File: src/rtl/delay_decoder.sv
// -----------------------------------------------------------------------------
// delay_decoder
//
// Receive-side monitor for the 4-bit delay-counter stream. Each frame of the
// stream is: 0 held D cycles (head), 1..14 one cycle each, 15 held D cycles
// (tail), then a wrap to 0, with D in 1..8. The block recovers D, locks after
// LOCK_FRAMES consecutive good frames of equal D, and flags any later protocol
// violation with a sticky error until clear or reset.
//
// Parameters:
//   LOCK_FRAMES  consecutive good, equal-D frames needed to lock (1..15)
//
// Ports:
//   clk          rising-edge clock
//   reset        asynchronous active-high reset, clears all state
//   clear        synchronous return to SEEK; clears error and frame_cnt
//   count_in     observed 4-bit counter value
//   delay_out    recovered delay, D mod 8 (D=8 reports 0); valid while locked
//   locked       high while in LOCK
//   error        sticky violation flag, high while in ERR
//   frame_pulse  one-cycle pulse per good frame while locked
//   frame_cnt    count of good frames while locked, wraps 255 -> 0
//
// Optional feature:
//   DELAY_DECODER_STRICT_EN  when defined, any value 1..14 held for more than
//                            one cycle counts as a violation in ACQ and LOCK.
// -----------------------------------------------------------------------------
module delay_decoder #(
  parameter int LOCK_FRAMES = 2
) (
  input  logic       clk,
  input  logic       reset,
  input  logic       clear,
  input  logic [3:0] count_in,
  output logic [2:0] delay_out,
  output logic       locked,
  output logic       error,
  output logic       frame_pulse,
  output logic [7:0] frame_cnt
);

  typedef enum logic [1:0] {
    ST_SEEK = 2'd0,
    ST_ACQ  = 2'd1,
    ST_LOCK = 2'd2,
    ST_ERR  = 2'd3
  } state_t;

  localparam logic [3:0] LOCK_N = 4'(LOCK_FRAMES);

  // Stream observation registers
  logic [3:0] prev_q, prev_d;
  logic [3:0] run_len_q, run_len_d;
  logic [3:0] head_len_q, head_len_d;

  // Acquisition / lock bookkeeping
  state_t     state_q, state_d;
  logic [3:0] good_cnt_q, good_cnt_d;
  logic [3:0] d_cand_q, d_cand_d;

  // Registered outputs
  logic [2:0] delay_q, delay_d;
  logic       locked_q, locked_d;
  logic       error_q, error_d;
  logic       pulse_q, pulse_d;
  logic [7:0] frame_cnt_q, frame_cnt_d;

  // Per-cycle stream decode
  logic       change;
  logic       step_ok;
  logic       stall;
  logic       wrap;
  logic       strict_viol;
  logic       violation;
  logic       frame_ok;
  logic [3:0] tail_len;
  logic [3:0] good_next;

  always_comb begin
    change    = (count_in != prev_q);
    step_ok   = (count_in == prev_q + 4'd1);
    run_len_d = change ? 4'd1 : ((run_len_q == 4'd15) ? 4'd15 : run_len_q + 4'd1);
    // A value held for a ninth cycle can never be legal (D <= 8 and middle
    // values are single), so it is flagged on the cycle the count reaches 9.
    stall     = (run_len_d == 4'd9);
    wrap      = (prev_q == 4'd15) && (count_in == 4'd0);
    prev_d    = count_in;
    // At the wrap the run that just ended is the tail of value 15.
    tail_len  = run_len_q;
    head_len_d = ((prev_q == 4'd0) && (count_in == 4'd1)) ? run_len_q : head_len_q;
    frame_ok  = (head_len_q == tail_len) && (tail_len >= 4'd1) && (tail_len <= 4'd8);
`ifdef DELAY_DECODER_STRICT_EN
    strict_viol = !change && (count_in >= 4'd1) && (count_in <= 4'd14);
`else
    strict_viol = 1'b0;
`endif
    // Any violation forces ACQ/LOCK out immediately, so a frame reaching a
    // wrap inside those states is by construction violation-free.
    violation = (change && !step_ok) || stall || strict_viol;
    good_next = (tail_len == d_cand_q) ? good_cnt_q + 4'd1 : 4'd1;
  end

  always_comb begin
    state_d     = state_q;
    good_cnt_d  = good_cnt_q;
    d_cand_d    = d_cand_q;
    delay_d     = delay_q;
    frame_cnt_d = frame_cnt_q;
    pulse_d     = 1'b0;

    if (clear) begin
      // Takes precedence over the stream, so a wrap in this cycle is dropped.
      state_d     = ST_SEEK;
      good_cnt_d  = 4'd0;
      frame_cnt_d = 8'd0;
    end else begin
      case (state_q)
        ST_SEEK: begin
          if (wrap) begin
            state_d    = ST_ACQ;
            good_cnt_d = 4'd0;
            d_cand_d   = 4'd0;  // no valid D is 0, so the first good frame restarts at 1
          end
        end
        ST_ACQ: begin
          if (violation || (wrap && !frame_ok)) begin
            state_d = ST_SEEK;
          end else if (wrap) begin
            good_cnt_d = good_next;
            d_cand_d   = tail_len;
            if (good_next == LOCK_N) begin
              state_d = ST_LOCK;
              delay_d = tail_len[2:0];
            end
          end
        end
        ST_LOCK: begin
          if (violation || (wrap && (!frame_ok || (tail_len != d_cand_q)))) begin
            state_d = ST_ERR;
          end else if (wrap) begin
            pulse_d     = 1'b1;
            frame_cnt_d = frame_cnt_q + 8'd1;
          end
        end
        ST_ERR: begin
          state_d = ST_ERR;
        end
        default: begin
          state_d = ST_SEEK;
        end
      endcase
    end

    locked_d = (state_d == ST_LOCK);
    error_d  = (state_d == ST_ERR);
  end

  always_ff @(posedge clk or posedge reset) begin
    if (reset) begin
      prev_q      <= 4'd0;
      run_len_q   <= 4'd0;
      head_len_q  <= 4'd0;
      state_q     <= ST_SEEK;
      good_cnt_q  <= 4'd0;
      d_cand_q    <= 4'd0;
      delay_q     <= 3'd0;
      locked_q    <= 1'b0;
      error_q     <= 1'b0;
      pulse_q     <= 1'b0;
      frame_cnt_q <= 8'd0;
    end else begin
      prev_q      <= prev_d;
      run_len_q   <= run_len_d;
      head_len_q  <= head_len_d;
      state_q     <= state_d;
      good_cnt_q  <= good_cnt_d;
      d_cand_q    <= d_cand_d;
      delay_q     <= delay_d;
      locked_q    <= locked_d;
      error_q     <= error_d;
      pulse_q     <= pulse_d;
      frame_cnt_q <= frame_cnt_d;
    end
  end

  assign delay_out   = delay_q;
  assign locked      = locked_q;
  assign error       = error_q;
  assign frame_pulse = pulse_q;
  assign frame_cnt   = frame_cnt_q;

endmodule

File: config.mk
export PLATFORM = sky130hd
export DESIGN_NAME = delay_decoder
export DESIGN_NICKNAME = d
export VERILOG_FILES = /design/src/rtl/delay_decoder.sv
export SDC_FILE = /design/constraint.sdc
export NUM_CORES = 1
export LEC_CHECK = 0
export CORE_ASPECT_RATIO = 0.9
export CORE_MARGIN = 5
export CORE_UTILIZATION = 54
export CTS_CLUSTER_SIZE = 25
export DETAILED_ROUTE_END_ITERATION = 16
export PLACE_DENSITY = 0.87
export SYNTH_ARGS = -nofsm -noshare
export SYNTH_HDL_FRONTEND = slang
export SYNTH_SLANG_ARGS = --single-unit
File: constraint.sdc
create_clock -name clk -period 4 [get_ports clk]
set_input_delay 0.8 -clock clk [delete_from_list [all_inputs] [get_ports clk]]
set_output_delay 0.8 -clock clk [all_outputs]
set_load 0.01 [all_outputs]
# Word level (Yosys, flattened, before mapping)
# Cells that the tools add are included.
# classes
add_sub_neg,4
order_cmp,2
n_eq_ne,22
muxes,26
bitwise,2
reduce_logical,24
# ops
op,n
2-to-1 mux 4 bit,9
2-to-1 mux 8 bit,4
one-hot mux 4 bit (2 select lines),2
"adder 4 x 1 -> 4 bit, second input constant",3
equality test 4 bit,3
"equality test 4 bit, second input constant",3
2-to-1 mux 2 bit,6
AND reduction 5 bit,2
"inequality test 3 bit, second input constant",3
"adder 8 x 1 -> 8 bit, second input constant",1
"equality test 2 bit, second input constant",4
logical NOT 4 bit,2
"inequality test 2 bit, second input constant",4
inequality test 4 bit,2
one-hot mux 2 bit (4 select lines),1
logical AND 1 bit,7
nonzero test 2 bit,3
"equality test 4 x 1 -> 1 bit, second input constant",1
"equality test 4 x 2 -> 1 bit, second input constant",1
">= comparator 4 x 1 -> 1 bit, second input constant",1
"<= comparator 4 bit, second input constant",1
logical OR 1 bit,4
2-to-1 mux 1 bit,4
AND reduction 4 bit,1
6 further kinds,8
# word_totals
register_bits,36
input_bits,7
output_inout_bits,14

# Logic depth before layout (Yosys ltp)
# logic_depth
depth_word,11
ltp_mapped,9

# Worst setup path before layout
# OpenSTA, ideal clock, no wires.
# synth_path
path_type,input to register
startpoint,in count_in[3]
endpoint,reg delay_q[1] (netlist: delay_out[1])
setup_time_ps,128
arrival_time_ps,2581
setup_slack_ps,1292
path_stages,6
n_path_buf,1
cell_sequence,or3_4 -> or2_1 -> buf_6 -> or3_4 -> nor4b_4 -> mux2_1
# synth_between
elab_chain_len,7
word_cells_on_any_way,13
classes_between,3 x eq/ne; 1 x mux; 1 x bitwise; 8 x reduce/logical
# synth_lines
element,line_no,source
start: declaration,34,"input logic [3:0] count_in,"
inequality test 4 bit / equality test 4 bit (equally long branches),"80, 81",
2-to-1 mux 4 bit / logical NOT 1 bit (equally long branches),"82, 99",
equality test 4 bit / logical AND 1 bit (equally long branches),"85, 99",
logical OR 1 bit,99,violation = (change && !step_ok) || stall || strict_viol;
logical OR 1 bit,126,if (violation || (wrap && !frame_ok)) begin
inverter 1 bit (no source line),n/a,
AND reduction 5 bit (no source line) (*),n/a,
end signal: assignment,178,delay_q <= delay_d;
end: declaration,62,"logic [2:0] delay_q, delay_d;"
# Every way passes the cells marked *; elsewhere a longest branch is shown, timed or not.
# A chain may end at the register's enable or synchronous reset.

# Final worst setup path
# layout_path
startpoint,reg run_len_q[0]
endpoint,reg d_cand_q[1]
# layout_between
elab_chain_len,8
word_cells_on_any_way,16
classes_between,1 x add/sub; 2 x order compare; 4 x eq/ne; 2 x mux; 7 x reduce/logical
# layout_lines
element,line_no,source
start: declaration,53,"logic [3:0] run_len_q, run_len_d;"
start signal: assignment,173,run_len_q <= run_len_d;
adder 4 x 1 -> 4 bit (tied with other cells),82,run_len_d = change ? 4'd1 : ((run_len_q == 4'd15) ? 4'd15 : run_len_q + 4'd1);
2-to-1 mux 4 bit / logical AND 1 bit (equally long branches) (2 in a row),"82, 91",
equality test 4 bit / logical NOT 1 bit (equally long branches),"85, 126",
logical OR 1 bit / logical AND 1 bit (equally long branches),"99, 126",
logical OR 1 bit (*),126,
inequality test 2 bit (no source line) (*),n/a,
AND reduction 5 bit (no source line) (*),n/a,
end signal: assignment,177,d_cand_q <= d_cand_d;
end: declaration,59,"logic [3:0] d_cand_q, d_cand_d;"
# Marked as above.

==> run metrics <==
outcome=finished, final reports clean; post-synthesis instance area=2160 um^2; Peak Freq=322 MHz; final cell count without fillers=284; syn nets=232; FFs w/ async S/R, synth=100%; share of Yosys cell area claimed by the top area cell type=41.6%; largest net degree at the start of global routing=37; crit path max fanout=11; count of buffers inserted at the top-level ports=20; sequential area share after synthesis=41.6%; layout overhead on the synthesized area=13.8%; maximum ir drop on the vdd rail=308 uV; TritonCTS clock tree=done; number of placement rows=21; highest-delay cell along the critical path=or4_1; dominant cell type by area after synthesis=dfrtp_1; period utilization=77.6%; via count of the first global-routing pass=1650; final estimated routing congestion in global placement=0.856; initial antenna violation count=0; kind of end point of the critical path=flip-flop; Startpoint Class=flip-flop; final critical-path required period=3.10 ns; cts-stage hold buffer count=0; clock-pin slew on the worst setup and hold paths=0.07 ns; average wire length per cell after detail routing=15.9 um; horizontal die dimension=76.7 um; Slew @ Worst Pin=0.862 ns; peak per-stage delay on the critical path=0.61 ns; most area-consuming cells after synthesis=dfrtp_1 (42%), xnor2_1 (4.5%), ha_1 (4.0%), mux2_2 (3.6%), nand3_1 (3.2%); initial standard-cell utilization of the core=57.2%; total power draw=0.719 mW; gate count after technology mapping=218; leakage component of the power=0.978 nW; Setup Skew=0.00385 ns; number of nets in the finished design=251; Die Y-Extent=70.0 um; grt ovf=0; die area=5370 um^2; mean instance size in the synthesized netlist=9.92 um^2; final wirelength=4520 um; critical path, cell by cell=inv_1 -> ha_1 -> nor4b_1 -> a221oi_1 -> nand3_1 -> or4_1 -> a32o_1; cell area after placement=2370 um^2; RSZ-0062 raised after global routing=no; number of iterations in the first detailed-routing pass=4; Overall Global Routing Usage=18.1%; Main synth FF type=dfrtp_1; clk sinks=36; number of setup buffers added after CTS=0; Req. time, crit path=4.18 ns; Max-Slew Margin vs Limit=42.5%; proportion of layout cells with a drive suffix above 1=9.66%; final design utilization=65.1%; floorplan core area=3780 um^2; antenna diode instance count=0; post-synthesis sequential element count=36; dpl cells=276; final sum of negative setup slack=0 ns; buffer levels on the longest clock path=2; cell at the root of the clock tree=clkbuf_8; total number of vias=1710; signal arrival time at the worst endpoint=3.28 ns; count of distinct cell types in the synthesized netlist=48; count of yosys warnings during synthesis=0; power per cell area=292 nW/um^2; Slew Viols, Final=0; setup slack after layout=0.896 ns; DPL Wire Length=3300 um; max cap viols=0; most repeated cell in the gate-level netlist after synthesis=dfrtp_1; clock latency reported for the late side of the worst-skew pair=0.29 ns; final hold slack=0.486 ns; DP Worst Slack=0.691 ns; CTS buffer count=5; # H-tree levels=2; number of enable-type register cells in the synthesized netlist=0; Finish-stage setup viols=0; top-level I/O count=21; top cells by instance count after synthesis=dfrtp_1 (36), nor2_1 (16), nand3_1 (14); count of endpoints failing hold in the final timing report=0; vias per inst=6.02; DRC violations left=0; drt first-iter violations=137; type of the worst setup path=flip-flop to flip-flop; wire length of the first global-routing pass=7820 um; post-cts repair resize count=0; area of all placed cells without fillers=2460 um^2; count of antenna-violating nets left after detailed routing=0; worst min-delay path class=flip-flop to flip-flop
routing by layer:
layer	global-route usage, %	part of all wire (%)
met4	5.83	1.7
met1	24.4	46
met2	27.9	47
met5	0	0
met3	5.14	5.6
state kept, by name (all words and copies together), names as in the netlist:
register and cells:
frame_cnt 8, d_cand_q 4, good_cnt_q 4, head_len_q 4, prev_q 4, run_len_q 4
delay_out 3, state_q 2, error 1, frame_pulse 1, locked 1
cells in the final DEF (no fill, tap or decap), types with 7 or more instances in the layout:
cell / n
dfrtp_1: 36
clkdlybuf4s50_1: 20
nor2_1: 16
nand3_1: 14
inv_1: 13
xnor2_1: 11
nand2_1: 9
nor4_1: 8
mux2_2: 7
a21oi_1: 7
ha_1: 7
final cells by class:
type                            instances  area, um^2
Fill cell                             310        1320
Multi-Input combinational cell        159        1150
Sequential cell                        36         901
Timing Repair Buffer                   22         215
Clock buffer                            6        82.6
Tap cell                               46        57.6
Inverter                               13        48.8
Clock inverter                          2        10.0
power by group:
part	switching, mW	internal (mW)
clock network	0.126	0.137
registers	0.00730	0.369
logic	0.0535	0.0261
critical path, delay by kind of cell, from the launching register on:
family	cells	cell delay (ns)
buffers and inverters	1	0.10
adder cells (fa/ha/maj)	1	0.22
AND/OR/NAND/NOR	3	1.23
flip-flops	1	0.58
AO/OA/AOI/OAI	2	0.85
final timing paths:
check                                    startpoint                        to  slack, ns  depth (start not counted)
min in group asynchronous                     reset  frame_cnt[4]$_DFFE_PP0P_       0.91                          3
setup / recovery             run_len_q[0]$_DFF_PP0_   d_cand_q[1]$_DFFE_PP0P_       0.90                          7
setup reg to reg             run_len_q[0]$_DFF_PP0_   d_cand_q[1]$_DFFE_PP0P_       0.90                          7
max in group asynchronous                     reset          locked$_DFF_PP0_       2.78                          3
hold / removal             delay_out[0]$_DFFE_PP0P_  delay_out[0]$_DFFE_PP0P_       0.49                          1
hold reg to reg            delay_out[0]$_DFFE_PP0P_  delay_out[0]$_DFFE_PP0P_       0.49                          1
cell families (layout without fill, tap and decap cells):
logic type	Yosys count	in the layout	share of synthesized area (%)
AND/OR/NAND/NOR	90	90	24.3
XOR/XNOR	15	15	6.07
buffers and inverters	23	43	5.32
multiplexers	11	11	5.67
adder cells (fa/ha/maj)	7	7	4.05
AO/OA/AOI/OAI	36	36	12.9
flip-flops	36	36	41.6
(Power assumes the default switching activity.)
